--- src/rtl/arena_shrink_ctrl.sv ---
// ---------------------------------------------------------------------------
// arena_shrink_ctrl
//   Drives the "hurry up" arena shrink. A request from the game timer starts a
//   warning phase of WARN_FRAMES frames. After that the border thickens by one
//   TILE every STEP_FRAMES frames until MAX_LEVEL is reached, and it then holds
//   until the round ends. All timing comes from startOfFrame pulses.
//
// Optional build macro:
//   SHRINK_FLASH_EN - when defined, flash toggles every 8 unpaused frames in
//                     WARN, starting at 1. When undefined, flash is constant 0.
//
// Ports:
//   clk           in   system clock, rising edge
//   reset         in   synchronous active-high reset
//   startOfFrame  in   one-cycle pulse per video frame (time base)
//   hurry_req     in   request to begin the shrink sequence (seen in IDLE only)
//   pause         in   freezes frame counting while high
//   round_end     in   aborts the sequence and returns to IDLE
//   level         out  current shrink level, 0..MAX_LEVEL
//   border_thick  out  registered level*TILE, saturated at 255
//   level_stb     out  one-cycle pulse on each level increment
//   flash         out  border colour-phase select during WARN
//   shrink_active out  high in WARN and SHRINK
//   shrink_done   out  high in HOLD
// ---------------------------------------------------------------------------
module arena_shrink_ctrl #(
    parameter int unsigned WARN_FRAMES = 120,
    parameter int unsigned STEP_FRAMES = 60,
    parameter int unsigned TILE        = 32,
    parameter int unsigned MAX_LEVEL   = 4
) (
    input  logic       clk,
    input  logic       reset,
    input  logic       startOfFrame,
    input  logic       hurry_req,
    input  logic       pause,
    input  logic       round_end,
    output logic [2:0] level,
    output logic [7:0] border_thick,
    output logic       level_stb,
    output logic       flash,
    output logic       shrink_active,
    output logic       shrink_done
);

    localparam logic [1:0] IDLE   = 2'd0;
    localparam logic [1:0] WARN   = 2'd1;
    localparam logic [1:0] SHRINK = 2'd2;
    localparam logic [1:0] HOLD   = 2'd3;

    localparam int unsigned MAXF = (WARN_FRAMES > STEP_FRAMES) ? WARN_FRAMES : STEP_FRAMES;
    localparam int          CW   = $clog2(MAXF) + 1;

    localparam logic [CW-1:0] WARN_LAST = CW'(WARN_FRAMES - 1);
    localparam logic [CW-1:0] STEP_LAST = CW'(STEP_FRAMES - 1);
    localparam logic [2:0]    LVL_MAX   = 3'(MAX_LEVEL);

    logic [1:0]    state;
    logic [CW-1:0] cnt;
    logic          frame_tick;
    logic [2:0]    level_inc;

    assign frame_tick    = startOfFrame & ~pause;
    assign level_inc     = level + 3'd1;
    assign shrink_active = (state == WARN) || (state == SHRINK);
    assign shrink_done   = (state == HOLD);

    // Thickness for a given level, clamped rather than wrapped at 8 bits.
    function automatic logic [7:0] thick_of(input logic [2:0] lv);
        int unsigned p;
        p = 32'(lv) * TILE;
        return (p > 32'd255) ? 8'hFF : p[7:0];
    endfunction

    always_ff @(posedge clk) begin
        level_stb <= 1'b0;
        if (reset) begin
            state        <= IDLE;
            cnt          <= '0;
            level        <= '0;
            border_thick <= '0;
        end else if (round_end) begin
            state        <= IDLE;
            cnt          <= '0;
            level        <= '0;
            border_thick <= '0;
        end else begin
            case (state)
                IDLE: begin
                    if (hurry_req) begin
                        state <= WARN;
                        cnt   <= '0;
                    end
                end
                WARN: begin
                    if (frame_tick) begin
                        if (cnt == WARN_LAST) begin
                            // A one-level configuration is finished on the first step.
                            state        <= (LVL_MAX == 3'd1) ? HOLD : SHRINK;
                            cnt          <= '0;
                            level        <= 3'd1;
                            border_thick <= thick_of(3'd1);
                            level_stb    <= 1'b1;
                        end else begin
                            cnt <= cnt + CW'(1);
                        end
                    end
                end
                SHRINK: begin
                    if (frame_tick) begin
                        if (cnt == STEP_LAST) begin
                            cnt          <= '0;
                            level        <= level_inc;
                            border_thick <= thick_of(level_inc);
                            level_stb    <= 1'b1;
                            if (level_inc == LVL_MAX)
                                state <= HOLD;
                        end else begin
                            cnt <= cnt + CW'(1);
                        end
                    end
                end
                default: ; // HOLD: static until round_end or reset
            endcase
        end
    end

`ifdef SHRINK_FLASH_EN
    // 3-bit phase kept separately so the toggle does not depend on CW.
    logic [2:0] flash_phase;
    logic       flash_q;

    always_ff @(posedge clk) begin
        if (reset || round_end) begin
            flash_q     <= 1'b0;
            flash_phase <= '0;
        end else if (state == IDLE) begin
            flash_q     <= hurry_req;
            flash_phase <= '0;
        end else if (state == WARN) begin
            if (frame_tick) begin
                flash_phase <= flash_phase + 3'd1;
                if (cnt == WARN_LAST)
                    flash_q <= 1'b0;
                else if (flash_phase == 3'd7)
                    flash_q <= ~flash_q;
            end
        end else begin
            flash_q     <= 1'b0;
            flash_phase <= '0;
        end
    end

    assign flash = flash_q;
`else
    assign flash = 1'b0;
`endif

endmodule

--- config.mk ---
export PLATFORM = sky130hd
export DESIGN_NAME = arena_shrink_ctrl
export DESIGN_NICKNAME = d
export VERILOG_FILES = /design/src/rtl/arena_shrink_ctrl.sv
export SDC_FILE = /design/constraint.sdc
export NUM_CORES = 1
export LEC_CHECK = 0
export CORE_MARGIN = 2
export CORE_UTILIZATION = 25
export CTS_CLUSTER_DIAMETER = 40
export DETAILED_ROUTE_END_ITERATION = 10
export HOLD_SLACK_MARGIN = 0.08
export SETUP_SLACK_MARGIN = 0.15
export SYNTH_ARGS = -nofsm -noshare
export SYNTH_HDL_FRONTEND = slang
export SYNTH_SLANG_ARGS = --single-unit
--- constraint.sdc ---
create_clock -name clk -period 2.5 [get_ports clk]
set_input_delay 0.25 -clock clk [delete_from_list [all_inputs] [get_ports clk]]
set_output_delay 0.25 -clock clk [all_outputs]
set_load 0.05 [all_outputs]
# After elaboration in Yosys (flattened, before gate mapping)
# Index checks and enable logic that the tools add are counted.
# Widths: inputs -> output; s select.
# classes
addsub,2
magnitude_cmp,1
n_eq_ne,12
muxes,29
bitwise,2
n_reduce_logical,8
# op_table
cell,n
$mux 8,10
$pmux 8 s3,1
$pmux 8 s2,1
$mux 2,6
$mux 3,4
$add 8x1->8 const B,1
$eq 8x6->1 const B,1
$eq 8x7->1 const B,1
$gt 8x8->1 const B,1
$reduce_and 7->1,1
$ne 2x1->1 const B,3
$ne 2x2->1 const B,3
$pmux 2 s3,1
$pmux 3 s2,1
$reduce_and 5->1,1
$eq 2x2->1 const B,2
$mux 1,4
$reduce_and 4->1,1
$add 3x1->3 const B,1
$eq 3x3->1 const B,1
$reduce_bool 3->1,1
$eq 2x1->1 const B,1
$logic_not 2->1,1
$pmux 1 s2,1
5 further kinds,5
# totals
reg_bits,22
input_bits,6
elab_cells,59

# Longest topological paths before layout
# logic_depth
word_depth,6
mapped_depth,8
depth_no_buf,6

# Worst setup path after synthesis
# Ideal clock, no wire load.
# synth_timing
path_kind,reg-to-reg
from,reg state[0]
to,reg level[0]
t_arrival_ps,1924
required_time_ps,2384
slack_ps,460
stages_incl_launch_ff,6
n_path_buf,0
synth_period_minus_slack_ps,2040
cell_sequence,dfxtp_1 inv_1 ha_1 o21ai_0 or4_1 o211a_1
# synth_via
elab_chain_len,3
word_cells_on_any_way,9
classes_between,6 x eq/ne; 1 x mux; 2 x reduce/logical
# synth_rtl
element,line_no,text
"start, declared",58,logic [1:0] state;
"start signal, assigned",99,state <= (LVL_MAX == 3'd1) ? HOLD : SHRINK;
$eq 2x2->1 / $eq 2x1->1 (equally long branches),88,case (state)
"$ne 2x1->1 (no line), or another cell as far along",n/a,
$reduce_and 5->1 (no line),n/a,
"end signal, assigned",113,level <= level_inc;
"end, declared",38,"output logic [2:0] level,"
# Parallel ways exist; a longest one is shown, timed or not.
# A chain may end at the register's enable or synchronous reset.

# Final worst setup path
# layout_timing
from,reg state[0]
to,out shrink_active
# layout_via
elab_chain_len,2
word_cells_on_any_way,3
classes_between,2 x eq/ne; 1 x reduce/logical
# layout_rtl
element,line_no,text
$eq 2x1->1 / $eq 2x2->1 (equally long branches),65,assign shrink_active = (state == WARN) || (state == SHRINK);
$logic_or 1x1->1 *,65,
"end, declared",42,"output logic shrink_active,"
# Mark *: on every way between the ends. The rest lies on a longest branch, timed or not.

==> results.cfg <==
[outcome]
status = completed

[cells_and_area]
drive_above_1_share_pct = 6.94
diodes = 0
ff_latch_area_um2 = 280
nets = 159
area_growth_pct = 18.8
multi_input_area_um2 = 682
fillers = 431
postLayoutCellArea_um2 = 1260
layout.cells.non_filler = 194

[floorplan]
dieArea_um2 = 4800
die_x_um = 69.3
io_pins = 21
die_h_um = 69.3
start_util_pct = 26.2
core_area_um2 = 4060
core.rowCount = 23

[setup_path]
endpoint_kind = primary output
cp-startpoint = state[0]
worstPathRequired_ns = 2.25
cp-start-kind = flop
critPathMaxStageDelay_ns = 0.83
ff2ff_setup_slack_ns = 0.38
cp.arrival_ns = 1.98
reg2reg_depth = 6
path_cells = inv_1 -> ha_1 -> clkdlybuf4s50_1
reg2reg_from = state[0]
r2r-end = cnt[7]
critical-path-slowest-cell = clkdlybuf4s50_1
crit_fanout = 6
worst-setup-path-type = reg2out

[drt]
drtIter0Drc = 31
ant_nets = 0
drtPass1Iterations = 4
wl_um = 2160
drc = 0
vias = 956
avgViaCountPerCell = 4.93
wire_per_inst_um = 11.1

[synthesis]
synth.distinct_cells = 39
yosysSeqAreaShare_pct = 26.3
synth_edf_count = 0
ys_warn_count = 0
synthCells = 134
synth_area_leaders = dfxtp_1 26%, ha_1 9.4%, o211ai_1 7.1%
ys_ff_latch = 14
synth_top_area_share_pct = 26.3
synth_top_area_cell = dfxtp_1
netlist_top_cells_count = 14 x dfxtp_1, 14 x nand2_1, 10 x o211ai_1
ys.flop_type = dfxtp_1
mappedNetlistArea_um2 = 1060
synth-async-reset-ratio_pct = 0
postSynthAreaPerCell_um2 = 7.95

[placement]
hpwl_um = 1600
gp_congestion = 0.724
place_ws_ns = 0.380
place_area_um2 = 1210
dp_cells = 190
io_buffers = 14

[clock_tree]
cts.sinks = 14
cts_tree = yes
post_cts_resized = 0
post_cts_buffers = 0
clockBufferDepth = 2
htreeDepth = 1
clk_pin_slew_ns = 0.06
cts-buffers-inserted = 3
cts.hold.buffers_added = 0
clockRootBuffer = clkbuf_8
clock_latency_ns = 0.25

[timing]
rsz0062_at_grt = no
finalSetupViolCount = 0
finalClockSkew_ns = 0.00323
final.setup.worst_slack_ns = 0.268
final.min_clock_period_ns = 2.23
min_period_over_period_pct = 89.3
fmax_mhz = 448
maxSlewViolCount = 0
tns_ns = 0
hold_slack_ns = 0.486
hold_viol = 0

[pwr]
power_density_nw_per_um2 = 455
p_int_w = 0.000404
p_comb_share_pct = 20.2
switching_share_pct = 29.8
p_seq_share_pct = 39.9
power.share.clock_pct = 39.9
ir_worst_vdd_v = 0.000128
p_switching_w = 0.000171
p_leak_nw = 0.479

[global_routing]
antenna_found_initial = 0
grt_max_degree = 12
grt.total_usage_pct = 9.40
grt_pass1_wl_um = 3710
grt_pass1_vias = 836
grt_overflow = 0

[flow_run]
drv_cap = 0

[min_path]
hp-start = cnt[1]
min_path_cells = 2
hold_path_end = cnt[1]
hold_class = reg2reg
[power groups by stage]
stage | combinational [W] | clock (W) | sequential, W
after floorplan | 0.0000943 | 0 | 0.000237
after global placement | 0.000116 | 0 | 0.000235
after detailed placement | 0.000116 | 0 | 0.000235
after CTS | 0.000116 | 0.000236 | 0.000230
after global routing | 0.000125 | 0.000249 | 0.000231
final | 0.000116 | 0.000229 | 0.000230
[worst max-delay path: cells and delay by family, from the launching register on]
kind       cells  cell delay (ns)
fa+ha+maj      1             0.39
buf+inv        2             0.92
flops          1             0.41
[layout by cell type, fill, tap and decap left out, types with 5 or more instances in the layout]
cell type / Yosys / final
a21oi_1: 6 / 6
clkdlybuf4s50_1: 0 / 14
conb_1: 1 / 6
dfxtp_1: 14 / 14
ha_1: 8 / 8
nand2_1: 14 / 14
nand3_1: 7 / 7
nor2_1: 9 / 9
nor2b_1: 5 / 5
o211ai_1: 10 / 10
[sequential cells by signal (all words and copies together), names as in the netlist]
signal     flops
cnt            8
level          3
state          2
level_stb      1
[routing by layer]
metal	up-vias	track usage (%)	routed length (µm)
met1	440	12.4	1110
met2	24	13.9	928
met4	0	5.23	44
met3	5	2.33	80
li1	487	-	-
met5	-	0	0
[cells by family after synthesis]
logic type	Yosys count	share of synthesized area, %
AO/OA/AOI/OAI	33	22.6
XOR/XNOR	1	0.823
adder cells (fa/ha/maj)	8	9.40
buffers and inverters	21	11.4
flip-flops	14	26.3
multiplexers	3	2.82
other	1	0.352
AND/OR/NAND/NOR	53	26.3
[worst max-delay path by stage]
stage                     depth (start not counted)             to  slack, ns
after floorplan                                   5       level[0]       0.46
after global placement                            6         cnt[7]       0.45
after detailed placement                          6         cnt[7]       0.38
after CTS                                         3  shrink_active       0.24
after global routing                              3  shrink_active       0.15
final                                             3  shrink_active       0.27
[stage by stage]
stage                     utilization [%]  power, W
after floorplan                         -  0.000331
after global placement               29.8  0.000350
after detailed placement             29.8  0.000351
after CTS                            31.2  0.000582
after global routing                 31.2  0.000604
final                                31.2  0.000575
[area by class of cell]
type / count / area share, %
Clock buffer: 4 / 4.35
Inverter: 4 / 1.19
Multi-Input combinational cell: 104 / 53.9
Sequential cell: 14 / 22.2
Tap cell: 50 / 4.95
Timing Repair Buffer: 18 / 13.5
No activity file was read; power rests on OpenSTA's default activity.
